--- src/rtl/vga_layers_pkg.sv ---
// Shared layer indices, colour key and rank type for the VGA layer merge path.
package vga_layers_pkg;
  localparam int LAYER_COLUMNS = 0;
  localparam int LAYER_BORDERS = 1;
  localparam int LAYER_BLAST   = 2;
  localparam int LAYER_PLAYER  = 3;
  localparam int LAYER_ENEMY   = 4;
  localparam int LAYER_BOMB    = 5;

  localparam int DEFAULT_NUM_LAYERS = 8;
  localparam logic [7:0] TRANSPARENT_COLOR = 8'hFF;
  localparam int DEFAULT_RANK_W = $clog2(DEFAULT_NUM_LAYERS);

  typedef logic [DEFAULT_RANK_W-1:0] rank_t;
endpackage

--- src/rtl/rank_select.sv ---
// Combinational winner pick: lowest-rank drawing layer, lower index on ties.
// Zero latency; no flow control.
module rank_select
  import vga_layers_pkg::*;
#(
  parameter int NUM_LAYERS = DEFAULT_NUM_LAYERS,
  parameter int RANK_W     = DEFAULT_RANK_W
) (
  input  logic [NUM_LAYERS-1:0]             draw,
  input  logic [NUM_LAYERS-1:0][RANK_W-1:0] rank,
  output logic [RANK_W-1:0]                 winner,
  output logic                              found
);

  logic [RANK_W-1:0] best;

  // Strict less-than keeps the earliest index when ranks are equal.
  always_comb begin
    found  = 1'b0;
    winner = '0;
    best   = '0;
    for (int i = 0; i < NUM_LAYERS; i++) begin
      if (draw[i] && (!found || rank[i] < best)) begin
        found  = 1'b1;
        best   = rank[i];
        winner = RANK_W'(i);
      end
    end
  end

endmodule

--- src/rtl/layer_priority_mux.sv ---
// Ranked layer merge with per-frame collision vector.
// Latency 2 clk, one pixel per clock, no backpressure.
module layer_priority_mux
  import vga_layers_pkg::*;
#(
  parameter int                NUM_LAYERS  = DEFAULT_NUM_LAYERS,
  parameter int                RGB_W       = 8,
  parameter int                TRANSP_EN   = 1,
  parameter logic [RGB_W-1:0]  TRANSPARENT = RGB_W'(TRANSPARENT_COLOR),
  parameter int                RANK_W      = (NUM_LAYERS > 1) ? $clog2(NUM_LAYERS) : 1
) (
  input  logic                        clk,
  input  logic                        resetN,
  input  logic [NUM_LAYERS-1:0]       layerDR,
  input  logic [NUM_LAYERS*RGB_W-1:0] layerRGB,
  input  logic [NUM_LAYERS-1:0]       layerEnable,
  input  logic [RGB_W-1:0]            backgroundRGB,
  input  logic                        startOfFrame,
  input  logic                        rankWrEn,
  input  logic [RANK_W-1:0]           rankWrIdx,
  input  logic [RANK_W-1:0]           rankWrVal,
  output logic [RGB_W-1:0]            RGBOut,
  output logic                        hitValid,
  output logic [RANK_W-1:0]           hitLayer,
  output logic [NUM_LAYERS-1:0]       collisionOut,
  output logic                        collisionValid
);

  logic [NUM_LAYERS-1:0]             drawNext;
  logic [NUM_LAYERS-1:0]             draw1;
  logic [NUM_LAYERS-1:0][RGB_W-1:0]  rgb1;
  logic [RGB_W-1:0]                  bg1;
  logic                              sof1;
  logic [NUM_LAYERS-1:0][RANK_W-1:0] rank;
  logic [NUM_LAYERS-1:0]             acc;
  logic [RANK_W-1:0]                 winner;
  logic                              found;
  logic                              multi;

  always_comb begin
    drawNext = '0;
    for (int i = 0; i < NUM_LAYERS; i++) begin
      drawNext[i] = layerDR[i] & layerEnable[i] &
                    !((TRANSP_EN != 0) && (layerRGB[i*RGB_W +: RGB_W] == TRANSPARENT));
    end
  end

  // Clearing the lowest set bit leaves something only when two or more layers draw.
  assign multi = |(draw1 & (draw1 - NUM_LAYERS'(1)));

  rank_select #(
    .NUM_LAYERS (NUM_LAYERS),
    .RANK_W     (RANK_W)
  ) u_rank_select (
    .draw   (draw1),
    .rank   (rank),
    .winner (winner),
    .found  (found)
  );

  always_ff @(posedge clk) begin
    if (!resetN) begin
      draw1          <= '0;
      rgb1           <= '0;
      bg1            <= '0;
      sof1           <= 1'b0;
      RGBOut         <= '0;
      hitValid       <= 1'b0;
      hitLayer       <= '0;
      collisionOut   <= '0;
      collisionValid <= 1'b0;
      acc            <= '0;
      for (int i = 0; i < NUM_LAYERS; i++) rank[i] <= RANK_W'(i);
    end else begin
      draw1 <= drawNext;
      rgb1  <= layerRGB;
      bg1   <= backgroundRGB;
      sof1  <= startOfFrame;

      RGBOut   <= found ? rgb1[winner] : bg1;
      hitValid <= found;
      hitLayer <= found ? winner : '0;

      // Indices beyond NUM_LAYERS never match, so such writes fall away.
      for (int i = 0; i < NUM_LAYERS; i++) begin
        if (rankWrEn && rankWrIdx == RANK_W'(i)) rank[i] <= rankWrVal;
      end

      if (sof1) begin
        collisionOut   <= acc;
        collisionValid <= 1'b1;
        acc            <= multi ? draw1 : '0;
      end else begin
        collisionValid <= 1'b0;
        if (multi) acc <= acc | draw1;
      end
    end
  end

endmodule
--- config.mk ---
export PLATFORM = sky130hd
export DESIGN_NAME = layer_priority_mux
export DESIGN_NICKNAME = d
export VERILOG_FILES = /design/src/rtl/vga_layers_pkg.sv /design/src/rtl/rank_select.sv /design/src/rtl/layer_priority_mux.sv
export SDC_FILE = /design/constraint.sdc
export NUM_CORES = 1
export LEC_CHECK = 0
export CAP_MARGIN = 15
export CORE_UTILIZATION = 42
export CTS_CLUSTER_SIZE = 40
export DETAILED_ROUTE_END_ITERATION = 10
export PLACE_DENSITY = 0.7
export SKIP_LAST_GASP = 1
export SYNTH_ARGS = -nofsm -noshare
export SYNTH_HDL_FRONTEND = slang
export SYNTH_SLANG_ARGS = --single-unit
--- constraint.sdc ---
create_clock -name clk -period 9.5 [get_ports clk]
set_input_delay 1.425 -clock clk [delete_from_list [all_inputs] [get_ports clk]]
set_output_delay 1.425 -clock clk [all_outputs]
set_load 0.005 [all_outputs]
# Yosys cells after proc, flatten, opt, wreduce, memory -nomap -nowiden
# Index checks and enable logic that the tools add are counted.
[classes] n_addsub=1 magnitude_cmp=8 n_eq_ne=15 mux=29 bitwise_logic=18 reduce_logical=41
[op_table] cell="8-bit equality test, second input constant" n=8
[op_table] cell="8-bit two-way mux" n=5
[op_table] cell="3-bit two-way mux" n=11
[op_table] cell="8-bit binary-select mux with 3-bit select" n=1
[op_table] cell="3-bit < comparator" n=7
[op_table] cell="1-bit bitwise AND" n=16
[op_table] cell="1-bit logical AND" n=15
[op_table] cell="1-bit logical NOT" n=15
[op_table] cell="3-bit equality test, second input constant" n=4
[op_table] cell="1-bit two-way mux" n=10
[op_table] cell="8-bit bitwise AND" n=1
[op_table] cell="8-bit bitwise OR" n=1
[op_table] cell="8-bit OR reduction" n=1
[op_table] cell="8-bit by 1-bit subtractor with 8-bit output, second input constant" n=1
[op_table] cell="1-bit logical OR" n=7
[op_table] cell="3-bit by 2-bit equality test with 1-bit output, second input constant" n=2
[op_table] cell="3-bit by 4-bit < comparator with 1-bit output, second input constant" n=1
[op_table] cell="2-bit two-way mux" n=2
[op_table] cell="3-bit by 1-bit equality test with 1-bit output, second input constant" n=1
[op_table] cell="3-bit logical NOT" n=1
[op_table] cell="2-bit AND reduction" n=1
[op_table] cell="2-bit nonzero test" n=1
[totals] regBits=134

# Depth between registers and ports, before layout
[logic_depth] depth_word=32 ltp_mapped=52 mapped_depth_nobuf=48

# Cells and area by module
# Synthesis repeated with hierarchy kept, for this count alone.
[unflattened] hier_cells=549 area_unflattened_um2=5709.2
[modules_own_cells] module="layer_priority_mux" instances=1 cells_each=411 area_each_um2=4769.6 seq_area_each_um2=2682.6
[modules_own_cells] module="rank_select" instances=1 cells_each=138 area_each_um2=939.7 seq_area_each_um2=0.0

# Least setup slack after synthesis
# OpenSTA, ideal clock, no wires.
[synth_timing] path_kind="register to register" start="register draw1[0]" end="register RGBOut[0]" arrival_ns=10.322 t_required_ns=9.364 path_slack_ns=-0.958 path_stages_with_launch=50 period_less_slack_ns=10.458 cell_sequence="dfxtp_1 > buf_2 > nand2_1 > ha_1 > nand2_1 > o211ai_1 > a21oi_1 > mux2_2 > ha_1 > a21oi_1 > o21ai_0 > a21oi_1 > mux2i_1 > inv_1 > ha_1 > nand2_1 > or4b_1 > a31oi_1 > [... 14 more ...] > a21oi_1 > clkbuf_1 > mux2i_1 > ha_1 > a2111oi_0 > a31o_2 > a31o_2 > clkbuf_1 > nand2_1 > o21a_1 > ha_1 > o21a_1 > o22ai_1 > a22oi_4 > and2_4 > buf_6 > a2111oi_2 > o41ai_2"
[synth_via] elab_chain_len=32
[synth_rtl] element="start: declaration" line_no="layer_priority_mux.sv:30" source="logic [NUM_LAYERS-1:0] draw1;"
[synth_rtl] element="start signal: assignment" line_no="layer_priority_mux.sv:75" source="draw1 <= drawNext;"
[synth_rtl] element="3-bit two-way mux or 1-bit two-way mux (tied branches)" line_no="rank_select.sv:23" source="if (draw[i] && (!found || rank[i] < best)) begin"
[synth_rtl] element="3-bit < comparator or 1-bit logical NOT (tied branches)" line_no="rank_select.sv:23"
[synth_rtl] element="1-bit logical OR" line_no="rank_select.sv:23"
[synth_rtl] element="1-bit logical AND" line_no="rank_select.sv:23"
[synth_rtl] element="3-bit two-way mux or 1-bit two-way mux (tied branches)" line_no="rank_select.sv:23"
[synth_rtl] element="3-bit < comparator or 1-bit logical NOT (tied branches)" line_no="rank_select.sv:23"
[synth_rtl] element="1-bit logical OR" line_no="rank_select.sv:23"
[synth_rtl] element="1-bit logical AND" line_no="rank_select.sv:23"
[synth_rtl] element="[... 16 more ...]"
[synth_rtl] element="3-bit two-way mux or 1-bit two-way mux (tied branches)" line_no="rank_select.sv:23"
[synth_rtl] element="3-bit < comparator or 1-bit logical NOT (tied branches)" line_no="rank_select.sv:23"
[synth_rtl] element="1-bit logical OR" line_no="rank_select.sv:23"
[synth_rtl] element="1-bit logical AND" line_no="rank_select.sv:23"
[synth_rtl] element="3-bit two-way mux" line_no="rank_select.sv:23"
[synth_rtl] element="8-bit binary-select mux with 3-bit select" line_no="layer_priority_mux.sv:80" source="RGBOut <= found ? rgb1[winner] : bg1;"
[synth_rtl] element="8-bit two-way mux (not written as such)" line_no="layer_priority_mux.sv:80"
[synth_rtl] element="8-bit two-way mux *" line_no="layer_priority_mux.sv:80"
[synth_rtl] element="end signal: assignment" line_no="layer_priority_mux.sv:80"
[synth_rtl] element="end: declaration" line_no="layer_priority_mux.sv:22" source="output logic [RGB_W-1:0] RGBOut,"
# Every way passes the cells marked *; elsewhere a longest branch is shown, timed or not. The select of a mux whose other input is x is not followed.
# A chain may end at the register's enable or synchronous reset.

# Worst setup path in the final report
[layout_timing] start="register draw1[0]" end="register RGBOut[3]"
# Same word-level chain as after synthesis.

==> summary.md <==
| Metric | Value |
|---|---|
| Int Pwr | `1.15 mW` |
| #FFs+latches synth | `134` |
| Total grt overflow | `0` |
| DR DRC count | `0` |
| Synth top area cells | `dfxtp_1 (45%), and2_1 (8.0%), mux2i_1 (5.8%)` |
| Gr busiest metal | `met2` |
| Fin crit period | `9.54 ns` |
| Setup_tns | `-0.0666 ns` |
| GR Layer Usage met1 | `0.285` |
| # IOs | `119` |
| Post-placement cell count | `883` |
| Critical path launch point type | `flop` |
| ANT nets after route | `0` |
| Critical path endpoint category | `flop` |
| Final setup viols | `3` |
| Sequential share of the synthesized area | `0.446` |
| Width of the die | `122 um` |
| Die area | `14800 um2` |
| Min-delay worst type | `reg -> reg` |
| Slew headroom | `0.140` |
| Placed cell area | `7430 um2` |
| P per Cell Area | `172 nW/um2` |
| Worst-path clk slew | `0.06 ns` |
| Yosys warnings | `0` |
| I/O Buffers | `118` |
| Longest Clk Path Bufs | `2` |
| Routability cong. | `0.906` |
| Pin count of the biggest net entering global routing | `125` |
| Most frequent cells in the layout | `dfxtp_1 (131), clkdlybuf4s50_1 (117), and2_1 (76), nor2b_1 (45), buf_4 (38)` |
| Seq pwr share | `0.399` |
| Initial antenna violation count | `0` |
| Clock power share | `0.433` |
| Synth Area in Compound Gates | `0.183` |
| Via/cell ratio | `5.38` |
| Avg Cell Area, Syn | `9.97 um2` |
| Cts bufs inserted | `17` |
| Antenna diodes | `0` |
| Final net count | `868` |
| Synthesized instance count | `603` |
| Status | `finished, violations left` |
| Starting Density | `0.431` |
| Slew at the pin with the worst max-slew slack | `1.28 ns` |
| Hold Crit Depth | `2` |
| Commonest non-fill, non-tap cell in the layout | `dfxtp_1` |
| Vias in the first global route | `4978` |
| Hold-fix buffers, CTS | `0` |
| Syn-to-layout area delta | `47.3%` |
| Post-Syn Area | `6010 um2` |
| P_sw | `0.374 mW` |
| Leak | `3.36 nW` |
| Gr usage total | `0.229` |
| CTS H-tree depth | `4` |
| Final count of hold timing violations | `0` |
| Top_reg_cell synth | `dfxtp_1` |
| Worst-Skew Late Latency | `0.43 ns` |
| Slowest cell on crit path | `or4b_4` |
| Post-Synth Simple-Gate Area | `0.232` |
| Multiplexer share of the synthesized area | `0.0695` |
| Crit Path Category | `reg -> reg` |
| M2 GR Usage | `0.376` |
| Largest family of logic cells by synthesized area | `simple AND/OR/NAND/NOR gates` |
| Synthesized Nets | `715` |
| Wire per inst | `17.9 um` |
| Final wirelength | `17.0 mm` |
| Max incr delay on CP | `0.55 ns` |
| Fin crit share | `1.00` |
| # rows | `43` |
| Final Non-Filler Cells | `949` |
| Share of layout cells above drive strength 1 | `0.221` |
| Drt pass-1 iters | `5` |
| Iter 0 DRT Violations | `318` |
| Crit path max fanout | `5` |
| DP Wirelength | `11.5 mm` |
| Comb power frac | `0.168` |
| Clk_skew | `0.0112 ns` |
| Core area | `13900 um2` |
| Fmax | `105 MHz` |
| First-pass GRT wire length | `25.5 mm` |
| Post-synth EDFFs | `0` |
| Sw Share | `0.245` |
| Synth top area share | `0.446` |
| Via count | `5108` |
| Violated checks | `negative setup slack` |
| Crit path required time | `9.80 ns` |
| FFs w/ async S/R, synth | `0` |
| Crit path DAT | `9.84 ns` |
| Synth Area in XOR/XNOR | `0` |
| Fin area | `8850 um2` |
| Met3 Track Usage GR | `0.0655` |
| Leading area contributor after synthesis | `dfxtp_1` |
| Synth Area in Adders | `0.0325` |
| CTS tree | `done` |
| Netlist cell types | `68` |
| Peak VDD IR | `0.000120 V` |
| FF-to-FF path depth | `49` |
| Clk sink count | `134` |
| Pre-CTS setup slack | `-0.424 ns` |
| Most used cell, CP | `ha_4` |
| DIE HEIGHT | `122 um` |
| PnR worst setup slack | `-0.0406 ns` |
| Unrepaired setup endpoints after global routing | `true` |
| Root Buffer | `clkbuf_16` |
| Slew Viols, Final | `0` |
| Max-capacitance violation count | `0` |
-- layout make-up --
| class | count | area, um2 |
|---|---|---|
| fillers | 1070 | 5080 |
| multi-input cells | 420 | 3640 |
| flip-flops and latches | 134 | 2690 |
| repair buffers | 167 | 1640 |
| clock buffers | 20 | 447 |
| well taps | 180 | 225 |
| clock inverters | 12 | 154 |
| inverters | 16 | 62.6 |
-- registers in the layout, indices dropped and copies added, names as in the netlist --
| name | count |
|---|---|
| RGBOut | 8 |
| acc | 8 |
| bg1 | 8 |
| collisionOut | 8 |
| collisionValid | 1 |
| draw1 | 8 |
| hitLayer | 3 |
| hitValid | 1 |
| rank | 24 |
| rgb1 | 64 |
| sof1 | 1 |
-- worst max-delay path: cells and delay by family, from the launching register on --
| kind | cells | cell delay (ns) |
|---|---|---|
| compound gates | 19 | 3.33 |
| fa+ha+maj | 7 | 1.82 |
| simple gates | 11 | 1.61 |
| mux | 5 | 1.48 |
| buf+inv | 7 | 0.76 |
| flops | 1 | 0.39 |
-- metrics by stage --
stage | utilization | power (mW) | hold slack (ns)
finish | 0.635 | 1.53 | 0.433
global route | 0.635 | 1.58 | 0.468
CTS | 0.599 | 1.50 | 0.431
detailed placement | 0.533 | 0.812 | 0.412
global placement | 0.533 | 0.809 | 0.418
floorplan | - | 0.723 | 0.402
-- synth_stat cells (2+ instances only) --
cell / instances
nand4_1: 19
o22ai_1: 6
nand2b_1: 5
a31oi_1: 2
nor4_1: 2
buf_2: 4
maj3_1: 2
a31o_2: 2
o221ai_1: 9
ha_1: 14
o211ai_1: 3
a21boi_0: 6
a2111oi_1: 7
a21o_1: 3
nor2_1: 12
o2111a_1: 8
nor3_1: 6
nand4b_1: 3
clkbuf_1: 26
buf_6: 3
o21ai_1: 3
mux2_2: 6
a21oi_1: 16
or3_1: 3
a21boi_1: 3
nand2_1: 41
dfxtp_1: 134
and3_1: 9
o211a_1: 2
o21ai_0: 14
nor4b_1: 2
nor3b_1: 2
o21a_1: 8
o41ai_2: 8
nor2b_1: 46
inv_1: 15
mux2i_1: 35
a2111oi_2: 8
and2_1: 77
-- final timing paths --
check	start	to	slack [ns]
max reg2reg	draw1[0]	RGBOut[3]	-0.04
min	bg1[4]	RGBOut[4]	0.43
max	draw1[0]	RGBOut[3]	-0.04
min reg2reg	bg1[4]	RGBOut[4]	0.43
-- logic make-up after synthesis --
family          count (synthesis)
buf+inv                        51
mux                            41
compound gates                124
simple gates                  237
fa+ha+maj                      16
flops                         134
-- metal layers --
metal / share of wire / vias up / routed length [um]
met5: 0 / - / 0
met4: 0.019 / 0 / 324
met3: 0.055 / 24 / 938
met2: 0.48 / 164 / 8170
met1: 0.44 / 2436 / 7560
li1: - / 2484 / -
-- what timing repair did --
action	4_1_cts	5_1_grt
gates resized for setup	31	63
pin swaps	14	32
buffers inserted	9	23
endpoints found under the setup margin	10	11
cloned	2	1
-- power groups by stage --
| stage | combinational, mW | sequential, mW | clock [mW] |
|---|---|---|---|
| 2_1_floorplan | 0.113 | 0.610 | 0 |
| 6_report | 0.256 | 0.608 | 0.661 |
| 3_3_place_gp | 0.191 | 0.618 | 0 |
| 4_1_cts | 0.219 | 0.607 | 0.670 |
| 3_5_place_dp | 0.194 | 0.618 | 0 |
| 5_1_grt | 0.273 | 0.610 | 0.696 |
Note: power is estimated with default switching activity, not from simulation.
